[src/rtl/lib_switchblock_pkg.sv]
// Shared widths and types for the DEM switching block and its decoder/monitor path.
package lib_switchblock_pkg;

  localparam int unsigned SWITCH_WIDTH  = 16;
  localparam int unsigned REC_WIDTH     = SWITCH_WIDTH + 1;
  localparam int unsigned INTEG_WIDTH   = 20;
  localparam int unsigned INTEG_BOUND   = 4;
  localparam int unsigned ERR_CNT_WIDTH = 16;

  typedef logic signed [REC_WIDTH-1:0]   rec_t;
  typedef logic signed [INTEG_WIDTH-1:0] integ_t;

endpackage

[src/rtl/dem_sat_integrator.sv]
// Saturating signed accumulator with a sticky |sum| > BOUND flag and a synchronous clear.
module dem_sat_integrator
  import lib_switchblock_pkg::*;
#(
  parameter int unsigned INC_WIDTH = REC_WIDTH,
  parameter int unsigned SUM_WIDTH = INTEG_WIDTH,
  parameter int unsigned BOUND     = INTEG_BOUND
) (
  input  logic                        clk_i,
  input  logic                        reset_i,
  input  logic                        enable_i,
  input  logic                        clear_i,
  input  logic signed [INC_WIDTH-1:0] incr_i,
  output logic signed [SUM_WIDTH-1:0] sum_o,
  output logic                        viol_o
);

  // One bit wider than either operand, so the raw sum can never wrap.
  localparam int unsigned EXT_WIDTH = ((INC_WIDTH > SUM_WIDTH) ? INC_WIDTH : SUM_WIDTH) + 1;

  localparam logic signed [EXT_WIDTH-1:0] SAT_MAX =
    {{(EXT_WIDTH - SUM_WIDTH + 1){1'b0}}, {(SUM_WIDTH - 1){1'b1}}};
  localparam logic signed [EXT_WIDTH-1:0] SAT_MIN =
    {{(EXT_WIDTH - SUM_WIDTH + 1){1'b1}}, {(SUM_WIDTH - 1){1'b0}}};
  localparam logic signed [EXT_WIDTH-1:0] BOUND_POS = EXT_WIDTH'(BOUND);
  localparam logic signed [EXT_WIDTH-1:0] BOUND_NEG = -BOUND_POS;

  logic signed [SUM_WIDTH-1:0] r_sum;
  logic                        r_viol;

  logic signed [EXT_WIDTH-1:0] w_sum_ext;
  logic signed [EXT_WIDTH-1:0] w_inc_ext;
  logic signed [EXT_WIDTH-1:0] w_raw;
  logic signed [EXT_WIDTH-1:0] w_sat_ext;
  logic signed [SUM_WIDTH-1:0] w_next;
  logic                        w_over;

  assign w_sum_ext = {{(EXT_WIDTH - SUM_WIDTH){r_sum[SUM_WIDTH-1]}}, r_sum};
  assign w_inc_ext = {{(EXT_WIDTH - INC_WIDTH){incr_i[INC_WIDTH-1]}}, incr_i};

  always_comb begin
    w_raw     = w_sum_ext + w_inc_ext;
    w_sat_ext = w_raw;
    if (w_raw > SAT_MAX) begin
      w_sat_ext = SAT_MAX;
    end else if (w_raw < SAT_MIN) begin
      w_sat_ext = SAT_MIN;
    end
    w_next = w_sat_ext[SUM_WIDTH-1:0];
    // Judged on the saturated value: that is what the accumulator actually holds.
    w_over = (w_sat_ext > BOUND_POS) || (w_sat_ext < BOUND_NEG);
  end

  always_ff @(posedge clk_i or posedge reset_i) begin
    if (reset_i) begin
      r_sum  <= '0;
      r_viol <= 1'b0;
    end else if (clear_i) begin
      r_sum  <= '0;
      r_viol <= 1'b0;
    end else if (enable_i) begin
      r_sum  <= w_next;
      r_viol <= r_viol | w_over;
    end
  end

  assign sum_o  = r_sum;
  assign viol_o = r_viol;

endmodule

[src/rtl/dem_switch_decoder.sv]
// Inverse of the DEM switching block: rebuilds x = x1+x2 and s = x1-x2, flags disagreement with the
// transmitted s, and tracks the running integral of s behind a two-stage valid/ready pipeline.
module dem_switch_decoder #(
  parameter int unsigned SW_WIDTH      = lib_switchblock_pkg::SWITCH_WIDTH,
  parameter int unsigned REC_WIDTH     = SW_WIDTH + 1,
  parameter int unsigned INTEG_WIDTH   = lib_switchblock_pkg::INTEG_WIDTH,
  parameter int unsigned INTEG_BOUND   = lib_switchblock_pkg::INTEG_BOUND,
  parameter int unsigned ERR_CNT_WIDTH = lib_switchblock_pkg::ERR_CNT_WIDTH
) (
  input  logic                          clk_i,
  input  logic                          reset_i,
  input  logic                          valid_i,
  output logic                          ready_o,
  input  logic signed [SW_WIDTH-1:0]    x1_i,
  input  logic signed [SW_WIDTH-1:0]    x2_i,
  input  logic signed [SW_WIDTH-1:0]    s_i,
  input  logic                          clear_i,
  output logic                          valid_o,
  input  logic                          ready_i,
  output logic signed [REC_WIDTH-1:0]   x_rec_o,
  output logic signed [REC_WIDTH-1:0]   s_rec_o,
  output logic                          mismatch_o,
  output logic [ERR_CNT_WIDTH-1:0]      err_cnt_o,
  output logic signed [INTEG_WIDTH-1:0] integ_o,
  output logic                          bound_viol_o
);

  import lib_switchblock_pkg::*;

  logic                          w_stall;
  logic                          w_in_xfer;
  logic                          w_s2_load;
  logic                          w_s1_mismatch;
  logic signed [REC_WIDTH-1:0]   w_x1_ext;
  logic signed [REC_WIDTH-1:0]   w_x2_ext;
  logic signed [REC_WIDTH-1:0]   w_s_ext;
  logic signed [INTEG_WIDTH-1:0] w_integ;
  logic                          w_bound_viol;

  logic                          r_s1_valid;
  logic signed [REC_WIDTH-1:0]   r_s1_sum;
  logic signed [REC_WIDTH-1:0]   r_s1_diff;
  logic signed [REC_WIDTH-1:0]   r_s1_s;

  logic                          r_s2_valid;
  logic signed [REC_WIDTH-1:0]   r_x_rec;
  logic signed [REC_WIDTH-1:0]   r_s_rec;
  logic                          r_mismatch;
  logic [ERR_CNT_WIDTH-1:0]      r_err_cnt;

  // The whole pipeline freezes as one while the output word is held.
  assign w_stall       = r_s2_valid & ~ready_i;
  assign ready_o       = ~w_stall;
  assign w_in_xfer     = valid_i & ~w_stall;
  assign w_s2_load     = r_s1_valid & ~w_stall;
  assign w_s1_mismatch = (r_s1_diff != r_s1_s);

  assign w_x1_ext = {{(REC_WIDTH - SW_WIDTH){x1_i[SW_WIDTH-1]}}, x1_i};
  assign w_x2_ext = {{(REC_WIDTH - SW_WIDTH){x2_i[SW_WIDTH-1]}}, x2_i};
  assign w_s_ext  = {{(REC_WIDTH - SW_WIDTH){s_i[SW_WIDTH-1]}}, s_i};

  always_ff @(posedge clk_i or posedge reset_i) begin
    if (reset_i) begin
      r_s1_valid <= 1'b0;
      r_s1_sum   <= '0;
      r_s1_diff  <= '0;
      r_s1_s     <= '0;
    end else if (!w_stall) begin
      r_s1_valid <= w_in_xfer;
      if (w_in_xfer) begin
        r_s1_sum  <= w_x1_ext + w_x2_ext;
        r_s1_diff <= w_x1_ext - w_x2_ext;
        r_s1_s    <= w_s_ext;
      end
    end
  end

  always_ff @(posedge clk_i or posedge reset_i) begin
    if (reset_i) begin
      r_s2_valid <= 1'b0;
      r_x_rec    <= '0;
      r_s_rec    <= '0;
      r_mismatch <= 1'b0;
    end else if (!w_stall) begin
      r_s2_valid <= r_s1_valid;
      // A bubble keeps the old data but must not report a mismatch.
      r_mismatch <= r_s1_valid & w_s1_mismatch;
      if (r_s1_valid) begin
        r_x_rec <= r_s1_sum;
        r_s_rec <= r_s1_diff;
      end
    end
  end

  always_ff @(posedge clk_i or posedge reset_i) begin
    if (reset_i) begin
      r_err_cnt <= '0;
    end else if (clear_i) begin
      r_err_cnt <= '0;
    end else if (w_s2_load && w_s1_mismatch && !(&r_err_cnt)) begin
      r_err_cnt <= r_err_cnt + ERR_CNT_WIDTH'(1);
    end
  end

  dem_sat_integrator #(
    .INC_WIDTH (REC_WIDTH),
    .SUM_WIDTH (INTEG_WIDTH),
    .BOUND     (INTEG_BOUND)
  ) u_integ (
    .clk_i    (clk_i),
    .reset_i  (reset_i),
    .enable_i (w_s2_load),
    .clear_i  (clear_i),
    .incr_i   (r_s1_diff),
    .sum_o    (w_integ),
    .viol_o   (w_bound_viol)
  );

  assign valid_o      = r_s2_valid;
  assign x_rec_o      = r_x_rec;
  assign s_rec_o      = r_s_rec;
  assign mismatch_o   = r_mismatch;
  assign err_cnt_o    = r_err_cnt;
  assign integ_o      = w_integ;
  assign bound_viol_o = w_bound_viol;

endmodule

[config.mk]
export PLATFORM = sky130hd
export DESIGN_NAME = dem_switch_decoder
export DESIGN_NICKNAME = d
export VERILOG_FILES = /design/src/rtl/lib_switchblock_pkg.sv /design/src/rtl/dem_sat_integrator.sv /design/src/rtl/dem_switch_decoder.sv
export SDC_FILE = /design/constraint.sdc
export NUM_CORES = 1
export LEC_CHECK = 0
export CELL_PAD_IN_SITES_DETAIL_PLACEMENT = 1
export CELL_PAD_IN_SITES_GLOBAL_PLACEMENT = 1
export CORE_MARGIN = 2
export CORE_UTILIZATION = 41
export CTS_BUF_LIST = sky130_fd_sc_hd__clkbuf_16
export CTS_CLUSTER_DIAMETER = 80
export DETAILED_ROUTE_END_ITERATION = 16
export HOLD_SLACK_MARGIN = 0.12
export PLACE_DENSITY = 0.81
export REMOVE_ABC_BUFFERS = 1
export SETUP_SLACK_MARGIN = 0.1
export SLEW_MARGIN = 5
export SYNTH_ARGS = -nofsm -noshare
export SYNTH_HDL_FRONTEND = slang
export SYNTH_SLANG_ARGS = --single-unit
[constraint.sdc]
create_clock -name clk_i -period 5.6 [get_ports clk_i]
set_input_delay 1.12 -clock clk_i [delete_from_list [all_inputs] [get_ports clk_i]]
set_output_delay 1.12 -clock clk_i [all_outputs]
set_load 0.02 [all_outputs]
==> results.txt <==
Critical path's largest stage delay - 0.54 ns
Share of cells above drive strength 1 - 7.59%
Synthesis Warnings - 0
Filler cell count - 2,214
Hold Path Sink - x_rec_o[5]$_DFFE_PP0P_
Final Hold Fails - 0
Num rows - 50
PwrDens - 407 nW/um^2
Fin area - 10,000 sq um
Synth-to-layout area growth - 25.7%
Minimum clock period - 3.81 ns
RR Endpoint - u_integ.sum_o[16]$_DFFE_PP0P_
Antenna diodes - 0
Residual DRC - 0
Worst r2r src - r_s1_diff[0]$_DFFE_PP0P_
Outcome - finished clean
Hold Path Origin - r_s1_sum[5]$_DFFE_PP0P_
Wire per inst - 18.3 um
Initial Utilization - 42.2%
CTS resizes - 0
Min Hold Slack - 0.470 ns
Register area share after synthesis - 38.3%
Worst Path Max Fanout - 4
Die W - 143 um
NetSw - 1.55 mW
P_int - 2.52 mW
Area of the die - 20,600 sq um
Multi-input logic area - 4530 sq um
Worst slew margin - 43.8%
Hold Crit Class - reg -> reg
Max cap viols - 0
# hold bufs at CTS - 0
Post-synth EDFFs - 0
Pins Over Slew Limit - 0
Total CTS buffers - 17
Reg power frac - 30.9%
Syn Inst Count - 910
Sw Ratio - 38.1%
Num ports - 127
WHS Path Cells - 2
Gp weighted congestion - 0.826
Clk_skew - 0.00735 ns
Input/output buffers - 126
Pleak - 4.41 nW
Placeable Area - 18,900 sq um
Post-route ant nets - 0
Finished Core Util - 53.0%
Worst path required time - 5.88 ns
Reg2reg path depth - 12
Net count, final - 1,127
Clock Latency Late Sink - 0.42 ns
Maximum number of pins on one net before global-route repair - 51
CTS tree - built
H-tree Lvls - 4
Setup bufs post-CTS - 0
# setup viols final - 0
Slowest CP cell - clkdlybuf4s50_1
DRT iter0 DRCs - 300
Setup_tns - 0 ns
Die Y - 143 um
Routed vias/inst - 5.42
Final period util - 68.1%
Max Clock Freq - 262 MHz
Vias in the first global route - 7,419
Iteration count of the initial detailed-routing pass - 4
CTS max path bufs - 2
Synth Flop Type - dfrtp_1
Mapped Area - 7970 sq um
CP arrival - 4.09 ns
Synth Register Bits - 122
Vias - 6,977
Clk pwr share - 27.6%
Cell chain of the critical path - clkdlybuf4s50_1 > inv_1 > ha_1 > nor2b_1 > o21a_1 > o21ai_0 > a2111oi_0 > o31ai_1 > o2111ai_1 > a21oi_1 > xor2_1 > o21ai_0
Asr flop ratio synth - 100%
Unique masters post-synth - 82
VDD IR max - 0.253 mV
Total Routed Length - 23,600 um
Gate power share - 41.6%
Clock root cell - clkbuf_16
HPWL Detailed - 17,700 um
Gr usage total - 24.1%
Slew @ Worst Pin - 0.833 ns
Initial antenna violation count - 0
Reg area - 3050 sq um
First-pass GRT wire length - 38,600 um
Startpoint Class - primary input
Element type at the critical path end - register
Cell mode on critical path - o21ai_0
CTS Sinks - 122
Avg Cell Area, Syn - 8.76 sq um
Crit path kind - in -> reg
Area after DPL - 9430 sq um
Clock-pin slew on the worst setup and hold paths - 0.06 ns
Worst R2R Setup Slack - 2.27 ns
Gr ovfl total - 0
RSZ-0062 raised after global routing - false
[layout by cell type (no fill, tap or decap), drive strengths merged, types with 7 or more instances in the layout]
| cell | instances |
|---|---|
| ha | 53 |
| nand4 | 15 |
| xnor2 | 46 |
| nand3 | 16 |
| o211ai | 8 |
| o21ai | 46 |
| mux2 | 20 |
| clkbuf | 17 |
| a211oi | 11 |
| nand2b | 10 |
| inv | 57 |
| nand2 | 155 |
| o21a | 11 |
| xor2 | 14 |
| buf | 7 |
| a21oi | 59 |
| dfrtp | 122 |
| clkdlybuf4s50 | 126 |
| nor2b | 12 |
| nor2 | 74 |
| or3 | 8 |
| nor3 | 29 |
[stage by stage]
stage / total power, mW / std cells / setup WS [ns]
finish: 4.07 / 1288 / 1.79
global route: 4.31 / 1288 / 1.59
CTS: 4.09 / 1288 / 1.74
detailed placement: 2.95 / 1259 / 1.29
global placement: 2.89 / 1259 / 1.44
floorplan: 2.32 / 866 / 1.24
[worst max-delay path: cells and delay by family]
kind            cells  cell delay (ns)
xor+xnor            1             0.15
compound gates      7             1.75
simple gates        1             0.14
buf+inv             2             0.64
fa+ha+maj           1             0.29
[cell usage after synthesis (3+ instances only)]
| library cell | count | area, sq um |
|---|---|---|
| a211o_1 | 4 | 35.0 |
| a211oi_1 | 10 | 75.1 |
| a21o_1 | 6 | 45.0 |
| a21oi_1 | 57 | 285 |
| a311oi_1 | 3 | 26.3 |
| a31oi_1 | 3 | 18.8 |
| and3_1 | 6 | 37.5 |
| and4_1 | 5 | 43.8 |
| buf_1 | 6 | 22.5 |
| buf_2 | 6 | 30.0 |
| clkbuf_1 | 28 | 105 |
| dfrtp_1 | 122 | 3050 |
| fa_1 | 3 | 60.1 |
| ha_1 | 53 | 663 |
| inv_1 | 55 | 206 |
| mux2_2 | 19 | 214 |
| mux2i_1 | 4 | 40.0 |
| nand2_1 | 154 | 578 |
| nand2b_1 | 10 | 62.6 |
| nand3_1 | 14 | 70.1 |
| nand3b_1 | 5 | 37.5 |
| nand4_1 | 15 | 93.8 |
| nand4b_1 | 3 | 26.3 |
| nor2_1 | 73 | 274 |
| nor2b_1 | 12 | 75.1 |
| nor3_1 | 29 | 145 |
| nor3b_1 | 4 | 30.0 |
| o2111ai_1 | 3 | 26.3 |
| o211ai_1 | 7 | 52.6 |
| o21a_1 | 11 | 82.6 |
| o21ai_0 | 42 | 210 |
| o21bai_1 | 6 | 45.0 |
| o22ai_1 | 3 | 18.8 |
| o31ai_1 | 4 | 30.0 |
| or3_1 | 8 | 50.1 |
| xnor2_1 | 45 | 394 |
| xor2_1 | 14 | 123 |
[registers in the layout (all words and copies together) (netlist names)]
signal and cells:
err_cnt_o 16, mismatch_o 1, r_s1_diff 17, r_s1_s 16, r_s1_sum 16, r_s1_valid 1, s_rec_o 16, u_integ.sum_o 20
u_integ.viol_o 1, valid_o 1, x_rec_o 17
[how the worst max path moves through the flow]
stage | slack [ns] | depth (start not counted) | start | to
2_1_floorplan | 1.24 | 1 | reset_i | err_cnt_o[0]$_DFFE_PP0P_
3_3_place_gp | 1.44 | 12 | x2_i[1] | r_s1_diff[15]$_DFFE_PP0P_
3_5_place_dp | 1.29 | 12 | x2_i[1] | r_s1_diff[15]$_DFFE_PP0P_
4_1_cts | 1.74 | 12 | x2_i[1] | r_s1_diff[15]$_DFFE_PP0P_
5_1_grt | 1.59 | 12 | x2_i[1] | r_s1_diff[15]$_DFFE_PP0P_
6_report | 1.79 | 12 | x2_i[1] | r_s1_diff[15]$_DFFE_PP0P_
[power groups by stage]
stage	sequential [mW]	clock, mW	combinational, mW
after floorplan	1.36	0	0.956
after global placement	1.26	0	1.63
after detailed placement	1.27	0	1.68
after CTS	1.26	1.14	1.70
after global routing	1.28	1.18	1.86
final	1.26	1.12	1.69
[routing by layer]
layer,vias up,global-route usage (%),routed length [um]
met5,-,0,0
met4,0,7.43,407
met3,32,3.90,748
met2,130,42.8,12200
met1,3462,30.1,10200
li1,3353,-,-
[kinds of logic after synthesis]
| logic type | count (synthesis) | share of synthesized area, % |
|---|---|---|
| compound gates | 191 | 16.1 |
| xor+xnor | 60 | 6.83 |
| fa+ha+maj | 57 | 9.20 |
| buf+inv | 99 | 5.01 |
| flops | 122 | 38.3 |
| mux | 24 | 3.38 |
| simple gates | 357 | 21.2 |
[area by class of cell]
| type | count | share of cell area, % |
|---|---|---|
| well taps | 260 | 3.25 |
| inverters | 55 | 2.09 |
| clock buffers | 17 | 4.25 |
| repair buffers | 133 | 13.1 |
| flip-flops and latches | 122 | 30.5 |
| clock inverters | 12 | 1.60 |
| multi-input cells | 689 | 45.2 |
Power figures use the tool's default switching activity.
==> patch 1, RTL diff (same settings) <==
`ERR_CNT_WIDTH`: 16 -> 14.
--- a/src/rtl/lib_switchblock_pkg.sv
+++ b/src/rtl/lib_switchblock_pkg.sv
@@ -5,7 +5,7 @@
   localparam int unsigned REC_WIDTH     = SWITCH_WIDTH + 1;
   localparam int unsigned INTEG_WIDTH   = 20;
   localparam int unsigned INTEG_BOUND   = 4;
-  localparam int unsigned ERR_CNT_WIDTH = 16;
+  localparam int unsigned ERR_CNT_WIDTH = 14;
 
   typedef logic signed [REC_WIDTH-1:0]   rec_t;
   typedef logic signed [INTEG_WIDTH-1:0] integ_t;
Interface: changed (resized err_cnt_o); port bits go from 127 to 125. The function was not compared with the original's and may differ.
==> patch 1 against the original RTL <==
  * Total power shrank 6.9%
  * Largest power group unchanged
  * Global-route usage shrank 0.98 points
  * Critical path depth grew 1
  * Setup slack lost 170 ps
  * Critical path type is now register to register
  * Synthesized area shrank 3.5%
  * Wire length shrank 5.8%
  * Worst hold slack gained 3.1 ps
  * Sequential cell count shrank 2
  * Design area shrank 3.2%
  * Sequential share of layout area grew 0.50 points
  * Non-clock buffer count shrank 1
==> patch 1: results (changes against the original RTL) <==
Power
  – Clock share of power: 27.9% (+0.3 points)
  – Leakage: 4.461 nW (+1.1%)
  – Net Sw Frac: 38.15% (about the same)
  – Seq pwr share: 32.3% (+1.4 points)

Final layout
  – Register area: 0.003003 mm2 (-1.6%)
  – Fin nets: 1135 (+0.71%)
  – Non-clk buf share: 13.43% (+0.31 points)

Place
  – Post-placement setup slack: 1362 ps (+67.62 ps)
  – Post-DP Area: 0.009131 mm2 (-3.2%)
  – Placed Cells incl. Taps: 1241 (-1.4%)
  – Port buffer count: 124 (-1.6%)
  – GPL Wtd Cong: 0.8469 (+2.5%)

Critical path
  – Crit path max-delay family: simple AND/OR/NAND/NOR gates
  – Crit-path slowest cell: o31ai_1
  – CP max stage delay: 690 ps (+150 ps)
  – CP Class: register to register
  – Critical path data arrival time: 4280 ps (+190 ps)

Hold path
  – Min-delay src: r_s1_sum[1]
  – WHS Endpoint: x_rec_o[1]

Status
  – Status: complete, no violations

Route
  – DRT iter0 DRCs: 305 (+1.7%)
  – Vias per cell: 5.479 (+1.1%)
  – M1 WL: 10.03 mm (-1.9%)
  – Final wirelength: 22.21 mm (-5.8%)
  – Metal3 WL: 549 um (-27%)
  – DR WL/cell: 17.45 um (-4.7%)

STA
  – Worst-Margin Slew: 913.6 ps (+80.53 ps)
  – Worst setup margin: 1613 ps (-173.7 ps)
  – Clk_skew: 10.97 ps (+3.619 ps)

Synth
  – Synth top area cells: dfrtp_1 (39%), nand2_1 (10%), ha_1 (8.6%)

GRT
  – Vias in the first global route: 7373 (-0.62%)
## patch 1: per-stage QoR
stage,utilization (%),hold slack [ps]
2_1_floorplan,-,433.4
3_3_place_gp,49.14,450.3
3_5_place_dp,49.14,458.7
4_1_cts,52.16,476.9
5_1_grt,52.16,490.9
6_report,52.16,472.6
## patch 1: kinds of logic (layout without fill, tap and decap cells)
kind of cell	Yosys count	count (layout)	share of synthesized area (%)
adder cells (fa/ha/maj)	56	56	9.402
AND/OR/NAND/NOR	387	387	22.61
flip-flops	120	120	39.04
multiplexers	5	5	0.6831
XOR/XNOR	56	56	6.376
buffers and inverters	89	210	4.408
AO/OA/AOI/OAI	205	205	17.49
## patch 1: per-layer routing
layer / up-vias / track usage, %
met3: 22 / 3.872
met2: 96 / 41.82
met1: 3459 / 28.36
met5: - / 0
li1: 3398 / -
met4: 0 / 6.789
==> patch 2, RTL diff (same settings) <==
Without the edit above. Make the reset (`reset_i`) synchronous in 4 clocked blocks.
--- a/src/rtl/dem_sat_integrator.sv
+++ b/src/rtl/dem_sat_integrator.sv
@@ -51,7 +51,7 @@
     w_over = (w_sat_ext > BOUND_POS) || (w_sat_ext < BOUND_NEG);
   end
 
-  always_ff @(posedge clk_i or posedge reset_i) begin
+  always_ff @(posedge clk_i) begin
     if (reset_i) begin
       r_sum  <= '0;
       r_viol <= 1'b0;
--- a/src/rtl/dem_switch_decoder.sv
+++ b/src/rtl/dem_switch_decoder.sv
@@ -59,7 +59,7 @@
   assign w_x2_ext = {{(REC_WIDTH - SW_WIDTH){x2_i[SW_WIDTH-1]}}, x2_i};
   assign w_s_ext  = {{(REC_WIDTH - SW_WIDTH){s_i[SW_WIDTH-1]}}, s_i};
 
-  always_ff @(posedge clk_i or posedge reset_i) begin
+  always_ff @(posedge clk_i) begin
     if (reset_i) begin
       r_s1_valid <= 1'b0;
       r_s1_sum   <= '0;
@@ -75,7 +75,7 @@
     end
   end
 
-  always_ff @(posedge clk_i or posedge reset_i) begin
+  always_ff @(posedge clk_i) begin
     if (reset_i) begin
       r_s2_valid <= 1'b0;
       r_x_rec    <= '0;
@@ -92,7 +92,7 @@
     end
   end
 
-  always_ff @(posedge clk_i or posedge reset_i) begin
+  always_ff @(posedge clk_i) begin
     if (reset_i) begin
       r_err_cnt <= '0;
     end else if (clear_i) begin
Check against the original RTL: differs if reset_i is asserted again (counterexample within 4 cycles, from zero or initial values and one cycle with reset_i high); with reset_i held inactive, the same outputs for 4 cycles.
==> patch 2 against the original RTL <==
  * Design area decreased by 6.2%
  * Die area decreased by 7.6%
  * Setup slack got worse by 69 ps
  * Sequential cell count unchanged
  * Wire length decreased by 3.0%
  * Synthesized area decreased by 7.9%
  * Non-clock buffer count decreased by 1
Power is not compared: it rests on default switching activity, and its combinational part moved more than twofold at a synthesized area within 25%.
==> patch 2: results (changes against the original RTL) <==
STA
  – Max-slew headroom: 23.11% (-21 points)
  – Clk_skew: 8.022 ps (+0.6757 ps)

Synth
  – Synth top area cells: dfxtp_1 (33%), ha_1 (9.0%), a21oi_1 (8.7%)
  – Synth unique cells: 74 (-9.8%)
  – Syn avg cell area: 7.681 um2 (-12%)

Final layout
  – Filler Cell Count: 2129 (-3.8%)
  – Fin nets: 1169 (+3.7%)
  – Layout cells sized above 1: 5.219% (-2.4 points)
  – Final cell count without fillers: 1298 (+0.78%)

GRT
  – Largest net degree at the start of global routing: 79 (+55%)
  – Met2 Usage GRT: 43.06% (+0.31 points)
  – Vias in the first global route: 7369 (-0.67%)
  – GRT Util Overall: 24.76% (+0.64 points)
  – Met1 GRT Util: 30.13% (+0.042 points)
  – First-pass GRT wire length: 36.80 mm (-4.7%)
  – Met3 GRT Util: 4.636% (+0.74 points)

Route
  – DR WL/cell: 17.61 um (-3.8%)
  – M1 WL: 10.25 mm (+0.23%)

Place
  – Detailed Place HPWL: 15.92 mm (-10%)
  – GPL Wtd Cong: 0.8831 (+6.9%)
  – Post-placement setup slack: 1259 ps (-35.52 ps)

Status
  – Status: complete, no violations

Critical path
  – Critical path data arrival time: 4180 ps (+90 ps)
  – Crit-path slowest cell: a2111oi_0
  – CP max stage delay: 640 ps (+100 ps)
[patch 2: area by class of cell]
cell class	instances	share of cell area, %
clock buffer	17	4.529
sequential	122	26.00
tap	225	2.997
timing repair buffer	132	13.85
multi-input combinational	739	48.25
inverter	48	1.918
clock inverter	15	2.451
[patch 2: logic make-up after synthesis]
logic type      count (synthesis)  synth area share (%)
simple gates                  354                 22.30
compound gates                274                 22.95
flops                         122                 33.26
buf+inv                        95                 5.060
fa+ha+maj                      56                 9.848
xor+xnor                       54                 6.441
mux                             1                0.1363
[patch 2: stage by stage]
| step | hold WS [ps] | instance area [um2] | power, mW |
|---|---|---|---|
| 6_report | 453.8 | 9393 | 2.712 |
| 3_5_place_dp | 448.1 | 8737 | 1.473 |
| 5_1_grt | 476.3 | 9393 | 2.830 |
| 4_1_cts | 456.7 | 9393 | 2.735 |
| 2_1_floorplan | 422.7 | 7152 | 1.283 |
| 3_3_place_gp | 441.5 | 8737 | 1.461 |
[patch 2: worst reg2reg max path, stage by stage (launching register included)]
cell	delay, ps
dfxtp_1	440
ha_1	240
inv_1	60
fa_1	390
nand2b_1	200
a21bo_2	230
a211oi_2	350
a211oi_1	230
a21o_1	230
and4b_1	270
nor2_2	650
o211ai_1	220
a21oi_1	190
[patch 2: path summary, 6_finish.rpt]
check	startpoint	to	slack, ps	cells after the start
setup / recovery	x2_i[1]	r_s1_diff[15]	1720	12
hold / removal	x_rec_o[3]	x_rec_o[3]	450	2
setup reg to reg	r_s1_sum[0]	u_integ.sum_o[0]	1820	12
hold reg to reg	x_rec_o[3]	x_rec_o[3]	450	2
[patch 2: report_power, final]
part           leakage, nW  switching [mW]  internal [mW]
Sequential           0.997          0.0455          0.915
Combinational         2.37           0.291          0.212
Clock                0.323           0.421          0.828
